`src/rtl/shift_pkg.sv`:
```
// Shared definitions for the pipelined shift unit.
//   - op encoding (SLL / SRL / SRA; code 2'b11 behaves as SRL)
//   - datapath width, shift-amount width, stage count
//   - stage_dist(): shift distance of pipeline stage k (1..5) = 16,8,4,2,1
//   - bit_rev(): 32-bit bit reversal used to turn left shifts into right shifts
package shift_pkg;

  localparam int unsigned DATA_W     = 32;
  localparam int unsigned SHAMT_W    = 5;
  localparam int unsigned NUM_STAGES = 5;

  typedef enum logic [1:0] {
    OP_SLL     = 2'b00,
    OP_SRL     = 2'b01,
    OP_SRA     = 2'b10,
    OP_SRL_ALT = 2'b11
  } shift_op_e;

  // Stage k shifts by 2^(5-k): 16, 8, 4, 2, 1.
  function automatic int unsigned stage_dist(input int unsigned k);
    return 32'd16 >> (k - 1);
  endfunction

  function automatic logic [DATA_W-1:0] bit_rev(input logic [DATA_W-1:0] x);
    logic [DATA_W-1:0] r;
    for (int i = 0; i < DATA_W; i++) begin
      r[i] = x[DATA_W-1-i];
    end
    return r;
  endfunction

endpackage

```
`src/rtl/shift_stage.sv`:
```
// One stage of the shift pipeline: a single 2:1 mux layer followed by a
// pipeline register.
// Ports:
//   clk, rst        clock, synchronous active-high reset (clears everything)
//   flush           clears the valid bit only; payload registers hold
//   en_i            advance enable for this stage; when low every field holds
//   valid_i..tag_i  upstream payload (valid already qualified by the transfer)
//   valid_o..tag_o  registered payload for the next stage
// Handshake: the stage loads whenever en_i is high. en_i is high when the
// stage is empty or its content is leaving this same cycle.
module shift_stage
  import shift_pkg::*;
#(
  parameter int unsigned DIST  = 1,
  parameter int unsigned TAG_W = 4
) (
  input  logic               clk,
  input  logic               rst,
  input  logic               flush,
  input  logic               en_i,
  input  logic               valid_i,
  input  logic [DATA_W-1:0]  data_i,
  input  logic               fill_i,
  input  logic [SHAMT_W-1:0] shamt_i,
  input  logic               left_i,
  input  logic [TAG_W-1:0]   tag_i,
  output logic               valid_o,
  output logic [DATA_W-1:0]  data_o,
  output logic               fill_o,
  output logic [SHAMT_W-1:0] shamt_o,
  output logic               left_o,
  output logic [TAG_W-1:0]   tag_o
);

  localparam int unsigned SEL_BIT = $clog2(DIST);

  logic               valid_q;
  logic [DATA_W-1:0]  data_q, data_d;
  logic               fill_q;
  logic [SHAMT_W-1:0] shamt_q, shamt_d;
  logic               left_q;
  logic [TAG_W-1:0]   tag_q;

  // Vacated MSBs take the fill bit captured at the pipe input.
  always_comb begin
    data_d = data_i;
    if (shamt_i[SEL_BIT]) begin
      data_d = {{DIST{fill_i}}, data_i[DATA_W-1:DIST]};
    end
    // Clear the consumed bit so the register holds only the remaining amount.
    shamt_d = shamt_i & ~(SHAMT_W'(1) << SEL_BIT);
  end

  always_ff @(posedge clk) begin
    if (rst) begin
      valid_q <= 1'b0;
      data_q  <= '0;
      fill_q  <= 1'b0;
      shamt_q <= '0;
      left_q  <= 1'b0;
      tag_q   <= '0;
    end else if (flush) begin
      valid_q <= 1'b0;
    end else if (en_i) begin
      valid_q <= valid_i;
      data_q  <= data_d;
      fill_q  <= fill_i;
      shamt_q <= shamt_d;
      left_q  <= left_i;
      tag_q   <= tag_i;
    end
  end

  assign valid_o = valid_q;
  assign data_o  = data_q;
  assign fill_o  = fill_q;
  assign shamt_o = shamt_q;
  assign left_o  = left_q;
  assign tag_o   = tag_q;

endmodule

```
`src/rtl/shift_pipe.sv`:
```
// Five-stage pipelined 32-bit shifter (SLL / SRL / SRA) with valid/ready on
// both sides.
// Ports:
//   clk, rst                       clock, synchronous active-high reset
//   flush                          squashes all in-flight ops, blocks input
//   in_valid/in_ready              input handshake
//   in_data, in_shamt, in_op, in_tag   operation
//   out_valid/out_ready            output handshake
//   out_data, out_tag              result and its tag
// Handshake: a transfer happens on a rising edge where valid and ready are
// both high; a presented payload holds stable until it transfers, and ready
// may depend combinationally on the downstream ready.
// Left shifts are done as rev(rev(x) >> s) so every stage only shifts right.
module shift_pipe
  import shift_pkg::*;
#(
  parameter int unsigned TAG_W = 4
) (
  input  logic               clk,
  input  logic               rst,
  input  logic               flush,
  input  logic               in_valid,
  output logic               in_ready,
  input  logic [DATA_W-1:0]  in_data,
  input  logic [SHAMT_W-1:0] in_shamt,
  input  logic [1:0]         in_op,
  input  logic [TAG_W-1:0]   in_tag,
  output logic               out_valid,
  input  logic               out_ready,
  output logic [DATA_W-1:0]  out_data,
  output logic [TAG_W-1:0]   out_tag
);

  // Index 0 is the input path, 1..5 are the stage registers.
  logic               v_w [0:NUM_STAGES];
  logic [DATA_W-1:0]  d_w [0:NUM_STAGES];
  logic               f_w [0:NUM_STAGES];
  logic [SHAMT_W-1:0] s_w [0:NUM_STAGES];
  logic               l_w [0:NUM_STAGES];
  logic [TAG_W-1:0]   t_w [0:NUM_STAGES];

  logic [NUM_STAGES+1:1] adv;
  logic                  op_left;
  logic                  op_sra;

  // Advance chain: a stage may load when empty or when its content moves on.
  always_comb begin
    adv = '0;
    adv[NUM_STAGES+1] = out_ready;
    for (int k = NUM_STAGES; k >= 1; k--) begin
      adv[k] = !v_w[k] || adv[k+1];
    end
  end

  assign in_ready = adv[1] && !flush && !rst;

  assign op_left = (shift_op_e'(in_op) == OP_SLL);
  assign op_sra  = (shift_op_e'(in_op) == OP_SRA);

  // Fill is chosen from the unreversed operand; SLL always fills with zero.
  assign v_w[0] = in_valid && in_ready;
  assign d_w[0] = op_left ? bit_rev(in_data) : in_data;
  assign f_w[0] = op_sra & in_data[DATA_W-1];
  assign s_w[0] = in_shamt;
  assign l_w[0] = op_left;
  assign t_w[0] = in_tag;

  for (genvar k = 1; k <= NUM_STAGES; k++) begin : g_stage
    shift_stage #(
      .DIST  (stage_dist(k)),
      .TAG_W (TAG_W)
    ) u_stage (
      .clk     (clk),
      .rst     (rst),
      .flush   (flush),
      .en_i    (adv[k]),
      .valid_i (v_w[k-1]),
      .data_i  (d_w[k-1]),
      .fill_i  (f_w[k-1]),
      .shamt_i (s_w[k-1]),
      .left_i  (l_w[k-1]),
      .tag_i   (t_w[k-1]),
      .valid_o (v_w[k]),
      .data_o  (d_w[k]),
      .fill_o  (f_w[k]),
      .shamt_o (s_w[k]),
      .left_o  (l_w[k]),
      .tag_o   (t_w[k])
    );
  end

  assign out_valid = v_w[NUM_STAGES];
  assign out_data  = l_w[NUM_STAGES] ? bit_rev(d_w[NUM_STAGES]) : d_w[NUM_STAGES];
  assign out_tag   = t_w[NUM_STAGES];

  // Fill and remaining shamt are fully consumed by the last stage.
  logic unused_tail;
  assign unused_tail = f_w[NUM_STAGES] ^ (^s_w[NUM_STAGES]);

endmodule
```
`config.mk`:
```
export PLATFORM = sky130hd
export DESIGN_NAME = shift_pipe
export DESIGN_NICKNAME = d
export VERILOG_FILES = /design/src/rtl/shift_pkg.sv /design/src/rtl/shift_stage.sv /design/src/rtl/shift_pipe.sv
export SDC_FILE = /design/constraint.sdc
export NUM_CORES = 1
export LEC_CHECK = 0
export ABC_AREA = 1
export BUFFER_PORTS_ARGS = -buffer_cell sky130_fd_sc_hd__buf_2
export CORE_AREA = 2 2 144 146
export CTS_CLUSTER_DIAMETER = 50
export DETAILED_ROUTE_END_ITERATION = 7
export DIE_AREA = 0 0 146 148
export GPL_TIMING_DRIVEN = 0
export PLACE_DENSITY_LB_ADDON = 0.15
export SETUP_SLACK_MARGIN = 0.4
export SLEW_MARGIN = 5
export SYNTH_ARGS = -nofsm -noshare
export SYNTH_HDL_FRONTEND = slang
export SYNTH_SLANG_ARGS = --single-unit
```
`constraint.sdc`:
```
create_clock -name clk -period 1.5 [get_ports clk]
set_input_delay 0.3 -clock clk [delete_from_list [all_inputs] [get_ports clk]]
set_output_delay 0.3 -clock clk [all_outputs]
set_load 0.01 [all_outputs]
```
== After elaboration in Yosys (flattened, before gate mapping) ==
Cells that the tools add are included.
Cells by class
  equal/unequal tests: 1
  multiplexer cells: 7
  bitwise operators: 2
  reduce and logical (&&, ||, !) cells: 22
Operator list (count)
  $mux 32: 7
  $reduce_and 2->1: 5
  $logic_not 1->1: 7
  $logic_or 1x1->1: 5
  $logic_and 1x1->1: 3
  $eq 2x2->1 const B: 1
  $logic_not 2->1: 1
  $reduce_or 2->1: 1
  $and 1x1->1: 1
  $not 1->1: 1
Storage, ports and cells
  flip-flop bits (word level): 204
  output and inout port bits: 38
  word-level logic and storage cells: 60

== Logic depth before layout (Yosys ltp) ==
Gate-level depths: netlist (run 1).
  depth after elaboration: 9
  mapped depth: 9

== By module ==
From an unflattened synthesis (run 1), not the netlist that was laid out.
Unflattened totals
  cells, all modules: 2090
  area total of the unflattened synthesis: 11906.4 um2
By module, submodules not included
  shift_stage (g_stage[4].u_stage): instances 1, cells each 388, area each 2265.9 um2, sequential area each 860.8 um2
  shift_stage (g_stage[5].u_stage): instances 1, cells each 392, area each 2245.9 um2, sequential area each 860.8 um2
  shift_stage (g_stage[3].u_stage): instances 1, cells each 384, area each 2217.1 um2, sequential area each 860.8 um2
  shift_stage (g_stage[2].u_stage): instances 1, cells each 377, area each 2165.8 um2, sequential area each 860.8 um2
  shift_stage (g_stage[1].u_stage): instances 1, cells each 359, area each 2104.5 um2, sequential area each 860.8 um2
  shift_pipe: instances 1, cells each 190, area each 907.1 um2, sequential area each 0.0 um2

== Worst setup path before layout (run 1) ==
No wires, ideal clock.
  path kind: register -> output
  start: register g_stage[5].u_stage.left_q
  end: output port out_data[20]
  data arrival time: 1.138 ns
  data required time: 1.200 ns
  slack: 0.062 ns
  stages on the path, launching flop included: 5
  cell sequence: dfxtp_1 clkbuf_1 clkbuf_1 nor2_1 a21oi_1
Between the ends
  cells in the longest elaborated chain, start to end: 1
Ends and longest elaborated chain
  start, declared: RTL line shift_stage.sv:41  | logic left_q;
  start signal, assigned: RTL line shift_stage.sv:69  | left_q <= left_i;
  $mux 32: RTL line shift_pipe.sv:93  | assign out_data = l_w[NUM_STAGES] ? bit_rev(d_w[NUM_STAGES]) : d_w[NUM_STAGES];
  end, declared: RTL line shift_pipe.sv:30  | output logic [DATA_W-1:0] out_data,
No other way between the ends.

== Worst setup path in the final report (run 1) ==
  start: register g_stage[5].u_stage.left_q
  end: output port out_data[23]
Same word-level chain as after synthesis.

==> impl_metrics.yaml, run 1 <==
floorplan:
  dieArea_um2: 21600
  core_um2: 20000
  io_pins: 86
  rows: 52
  die_w_um: 146
  die_y_um: 148
  initial_core_util_pct: 49.3
setup_path:
  cp.arrival_ns: 1.54
  criticalPathCategory: "flop to primary output"
  cp-end-kind: "primary output"
  cpMostUsedCell: "clkbuf_16"
  rr_endpoint: "g_stage[4].u_stage.data_o[23]"
  critPathLaunchType: "flop"
  reg2reg_depth: 11
  r2r-start: "g_stage[5].u_stage.valid_o"
  endpoint: "out_data[23]"
  required_ns: 1.20
  regToRegSetupSlack_ns: -0.17
  crit_chain: "clkbuf_16 -> clkbuf_16 -> nor2_4 -> a21oi_2 -> buf_2"
  path_max_fanout: 6
  critPathLaunch: "g_stage[5].u_stage.left_o"
  slowest_stage: "dfxtp_4"
  max_stage_delay_ns: 0.39
cts:
  cts_tree: "built"
  clkSinkCount: 204
  htree_num_levels: 1
  clock_path_buffers: 3
  postCtsHoldBufs: 0
  numCtsBuffers: 25
  clkTransAtPathRegs_ns: 0.06
  clkLatencyLatePin_ns: 0.51
  root_buffer: "clkbuf_16"
synthesis:
  ys_top_cells_by_count: "287 x nand2_1, 227 x o21ai_0, 222 x a21oi_1"
  synth.distinct_cells: 20
  yosys.area.top_type: "dfxtp_1"
  synth_most_common_cell: "nand2_1"
  async_flop_share_pct: 0
  synth-main-ff-cell: "dfxtp_1"
  avgSynthCellArea_um2: 6.51
  synth_edf_count: 0
  syn_inst: 1517
  yosys_warnings: 0
  synth_area_leaders: "dfxtp_1 41%, o21ai_0 12%, a21oi_1 11%, nand2_1 11%, nor2_1 6.7%"
  ys_ff_latch: 204
  seq_area_frac_synth_pct: 41.4
  syn_area_um2: 9880
  yosysTopAreaCellShare_pct: 41.4
  synth_nets: 1565
route:
  postRouteAntennaNets: 0
  vias: 10100
  wirelength_um: 29200
  drtPass1Iterations: 5
  drc: 0
  vias_per_cell: 5.15
  dr.first_iter.drc_count: 516
  avgRoutedWirePerCell_um: 14.9
finish:
  final_nets: 1717
  drive_gt1_share_pct: 20.9
  fillers: 1851
  areaGrowthSynthToFinish_pct: 29.7
  layout.area.seq_um2: 4090
  multi_input_area_um2: 5160
  num_antenna_cells: 0
global_routing:
  gr-total-overflow: 0
  grtUsageTotal_pct: 26.0
  grt_start_max_net_pins: 14
  grt_pass1_wl_um: 46700
  grt_pass1_vias: 9605
  antenna_found_initial: 0
placed_design:
  dp_hpwl_um: 20600
  globalplace.congestion: 0.902
  dp_slack_ns: -0.379
  io_buffer_count: 84
power:
  p_sw_mw: 3.95
  p_seq_share_pct: 42.2
  internal_power_mw: 10.3
  p_clk_share_pct: 41.4
  power_density_nw_per_um2: 1120
  switching_share_pct: 27.6
  power_leakage_nw: 5.68
  comb_power_share_pct: 16.5
  vdd_drop_max_mv: 1.02
timing:
  final-hold-violation-count: 0
  finalCritPeriodShare_pct: 122
  finalSetupViolCount: 110
  fin_skew_ns: 0.0148
  tightest_slew_ns: 0.601
  finalWorstSetupSlack_ns: -0.336
  max_freq_mhz: 545
  holdWs_ns: 0.0570
  rsz0062_at_grt: "yes"
  relSlewSlack_pct: 59.9
  period_minus_slack_ns: 1.84
  drv_slew: 0
hold_path:
  hp-class: "input pin to flop"
run_status:
  outcome: "finished, violations left"
  violations: "setup timing"
run:
  maxCapViolCount: 0
-- layout by cell type, fill, tap and decap left out, drive strengths merged --
cell type  instances
nand2            290
o21ai            237
a21oi            222
dfxtp            204
buf              189
nor2             178
inv              161
nand3             84
clkbuf            83
nand3b             9
o21a               8
a21boi             8
clkinv             7
bufinv             2
clkinvlp           1
-- routing by layer --
layer,vias to the layer above,global-route usage [%],routed length (um)
li1,5217,-,-
met1,4574,29.9,12200
met2,206,50.3,15300
met3,56,2.59,935
met4,0,8.30,770
met5,-,0,0
-- state kept, by name, summed over array words and instances (netlist names) --
signal                   flops
g_stage.u_stage.valid_o      5
g_stage.u_stage.shamt_o     10
g_stage.u_stage.left_o       5
g_stage.u_stage.data_o     160
g_stage.u_stage.tag_o       20
g_stage.u_stage.fill_o       4
-- power by group through the flow --
stage	sequential (mW)	clock (mW)	combinational, mW
after floorplan	6.05	0	1.43
after global placement	6.10	0	1.97
after detailed placement	6.11	0	2.00
after CTS	6.00	5.98	2.22
after global routing	6.06	6.22	2.61
final	6.03	5.91	2.35
-- area by class of cell --
cell class / count / share of cell area (%)
repair buffers: 125 / 7.04
multi-input cells: 1036 / 40.3
clock buffers: 31 / 5.37
inverters: 161 / 4.88
well taps: 270 / 2.64
flip-flops and latches: 204 / 31.9
plain buffers: 116 / 6.77
clock inverters: 10 / 1.05
-- logic make-up after synthesis --
family                 after synthesis  synth area share [%]
and+or+nand+nor                    561                  23.0
AOI/OAI and AO/OA                  475                  24.5
buffers and inverters              277                  11.2
DFF                                204                  41.4
-- repair_timing --
item                       CTS  global route
gates resized for setup    135            97
buffers inserted            19            10
pin swaps                   16            23
setup endpoints to repair  240           242
gates cloned                 9             3
-- metrics by stage --
stage / cell area, um2 / util (%) / power [mW] / instances / TNS [ns]
after global placement: 10900 / 54.6 / 8.07 / 1871 / -19.71
after global routing: 12800 / 63.9 / 14.9 / 1953 / -18.42
after floorplan: 10200 / - / 7.47 / 1517 / 0
final: 12800 / 63.9 / 14.3 / 1953 / -13.16
after detailed placement: 10900 / 54.6 / 8.11 / 1871 / -23.96
after CTS: 12400 / 62.0 / 14.2 / 1940 / -8.89
-- critical path: cells and delay by family, from the launching register on --
kind	cells	cell delay (ns)
flops	1	0.39
buf+inv	3	0.49
compound gates	1	0.11
simple gates	1	0.04
-- worst min-delay path by stage --
stage,slack (ns),depth (start not counted),startpoint,to
floorplan,0.42,2,g_stage[2].u_stage.data_o[0],g_stage[2].u_stage.data_o[0]
detailed placement,0.44,2,g_stage[2].u_stage.data_o[0],g_stage[2].u_stage.data_o[0]
global route,0.06,3,in_valid,g_stage[1].u_stage.valid_o
global placement,0.43,2,g_stage[2].u_stage.data_o[0],g_stage[2].u_stage.data_o[0]
finish,0.06,3,in_valid,g_stage[1].u_stage.valid_o
CTS,0.05,3,in_valid,g_stage[1].u_stage.valid_o
(Power assumes the default switching activity.)
==> run 2, diff against run 1 <==
--- a/config.mk
+++ b/config.mk
@@ -12,7 +12,7 @@
 export DETAILED_ROUTE_END_ITERATION = 7
 export DIE_AREA = 0 0 146 148
 export GPL_TIMING_DRIVEN = 0
-export PLACE_DENSITY_LB_ADDON = 0.15
+export PLACE_DENSITY = 0.79
 export SETUP_SLACK_MARGIN = 0.4
 export SLEW_MARGIN = 5
 export SYNTH_ARGS = -nofsm -noshare
==> impl_metrics.yaml, run 2 (synthesized netlist as in run 1, its figures left out) <==
hold_path:
  hold-path-cell-count: 3
  min_from: "in_valid"
  hp-class: "input pin to flop"
  whs_endpoint: "g_stage[1].u_stage.valid_o"
finish:
  areaGrowthSynthToFinish_pct: 33.5
  drive_gt1_share_pct: 23.6
  final_nets: 1716
  fillers: 1616
  num_antenna_cells: 0
  final_common_cell: "nand2_1"
  fin_cells: 1955
  fin_area_um2: 13200
  largest_register_ffs: 160
  multi_input_area_um2: 5380
  final_cell_mix: "253 x nand2_1, 201 x dfxtp_1, 178 x a21oi_1"
  layout.area.seq_um2: 4090
placed_design:
  placed_area_um2: 10900
  post-place-cells: 1871
  io_buffer_count: 84
  globalplace.congestion: 0.916
  dp_hpwl_um: 20200
timing:
  holdWs_ns: 0.0321
  finalWorstSetupSlack_ns: -0.411
  fin_tns_setup_ns: -13.80
  finalCritPeriodShare_pct: 127
  drv_slew: 0
  fin_skew_ns: 0.0144
  period_minus_slack_ns: 1.91
  rsz0062_at_grt: "yes"
  max_freq_mhz: 523
  relSlewSlack_pct: 60.9
  tightest_slew_ns: 0.581
  finalSetupViolCount: 49
  final-hold-violation-count: 0
power:
  report.power.total_mw: 14.5
  power_density_nw_per_um2: 1100
  power_leakage_nw: 5.83
  vdd_drop_max_mv: 0.764
route:
  drtPass1Iterations: 5
  dr.first_iter.drc_count: 717
  vias: 10600
  wirelength_um: 31600
  postRouteAntennaNets: 0
  vias_per_cell: 5.43
  drc: 0
  avgRoutedWirePerCell_um: 16.2
floorplan:
  die_w_um: 146
  dieArea_um2: 21600
  die_y_um: 148
  rows: 52
  initial_core_util_pct: 49.3
  io_pins: 86
  core_um2: 20000
setup_path:
  critPathTopFamily: "buffers and inverters"
  crit_chain: "clkbuf_16 -> clkbuf_16 -> nor2_4 -> a21oi_2 -> buf_2"
  rr_endpoint: "g_stage[1].u_stage.data_o[27]"
  criticalPathCategory: "flop to primary output"
  max_stage_delay_ns: 0.38
  cpMostUsedCell: "clkbuf_16"
  regToRegSetupSlack_ns: -0.30
  cp.arrival_ns: 1.61
  r2r-start: "g_stage[5].u_stage.valid_o"
  cp_num_buf_inv: 3
  reg2reg_depth: 15
  slowest_stage: "dfxtp_4"
  required_ns: 1.20
  critPathLaunchType: "flop"
  path_max_fanout: 7
  cp-end-kind: "primary output"
cts:
  cts_tree: "built"
  root_buffer: "clkbuf_16"
  clkLatencyLatePin_ns: 0.51
  htree_num_levels: 1
  clock_path_buffers: 3
  numCtsBuffers: 24
  clkTransAtPathRegs_ns: 0.06
  clkSinkCount: 204
global_routing:
  gr-total-overflow: 0
  antenna_found_initial: 0
  grt_pass1_wl_um: 46400
  grtUsageTotal_pct: 25.8
  grt_pass1_vias: 9815
  grt_start_max_net_pins: 14
run_status:
  violations: "setup timing"
  outcome: "finished, violations left"
run:
  maxCapViolCount: 0
run 2: cell types whose count changed in the layout (fill, tap and decap cells not counted), sizes merged:
cell / previous run / this run
buf: 189 / 178
inv: 161 / 163
nand2: 290 / 291
clkinv: 7 / 2
clkbuf: 83 / 97
bufinv: 2 / 3
run 2: timing repair:
action                                  CTS  global route
hold buffers                              0             0
resized for setup                       121           229
buffers inserted                         12            11
gates cloned                              6            12
endpoints found under the setup margin  242           242
pin swaps                                13            32
run 2: worst max path at each step:
stage	slack (ns)	to	cells after the start	from
2_1_floorplan	0.23	in_ready	6	g_stage[5].u_stage.valid_o
3_3_place_gp	-0.28	g_stage[2].u_stage.tag_o[1]	6	rst
3_5_place_dp	-0.28	g_stage[5].u_stage.tag_o[0]	6	rst
4_1_cts	-0.33	in_ready	7	g_stage[5].u_stage.valid_o
5_1_grt	-0.44	out_data[25]	5	g_stage[5].u_stage.left_o
6_report	-0.41	out_data[25]	5	g_stage[5].u_stage.left_o
run 2: layout make-up:
cell class,instances,area share [%]
buffer,116,7.10
inverter,161,4.71
clock buffer,35,5.10
clock inverter,8,1.01
multi-input combinational,1037,40.8
tap,270,2.56
timing repair buffer,124,7.69
sequential,204,31.0
run 2: per-stage QoR:
step	setup WS [ns]	util, %
floorplan	0.229	-
global placement	-0.277	54.6
detailed placement	-0.276	54.6
CTS	-0.333	61.5
global route	-0.436	65.8
finish	-0.411	65.8
run 2: worst reg2reg max path: cells and delay by family, from the launching register on:
family	cells	cell delay [ns]
AND/OR/NAND/NOR	7	0.47
flip-flops	1	0.35
buffers and inverters	8	0.92
run 2: metal layers:
metal | vias up | global-route usage (%) | routed length [um]
met1 | 4888 | 29.1 | 12200
li1 | 5223 | - | -
met2 | 387 | 48.3 | 16000
met3 | 125 | 3.06 | 1640
met5 | - | 0 | 0
met4 | 0 | 12.3 | 1760
run 2: power by group:
part           leakage (nW)  internal [mW]  switching, mW
Combinational          3.75          0.992           1.52
Clock                 0.391           3.65           2.28
Sequential             1.69           5.79          0.255
Total                  5.83           10.4           4.05
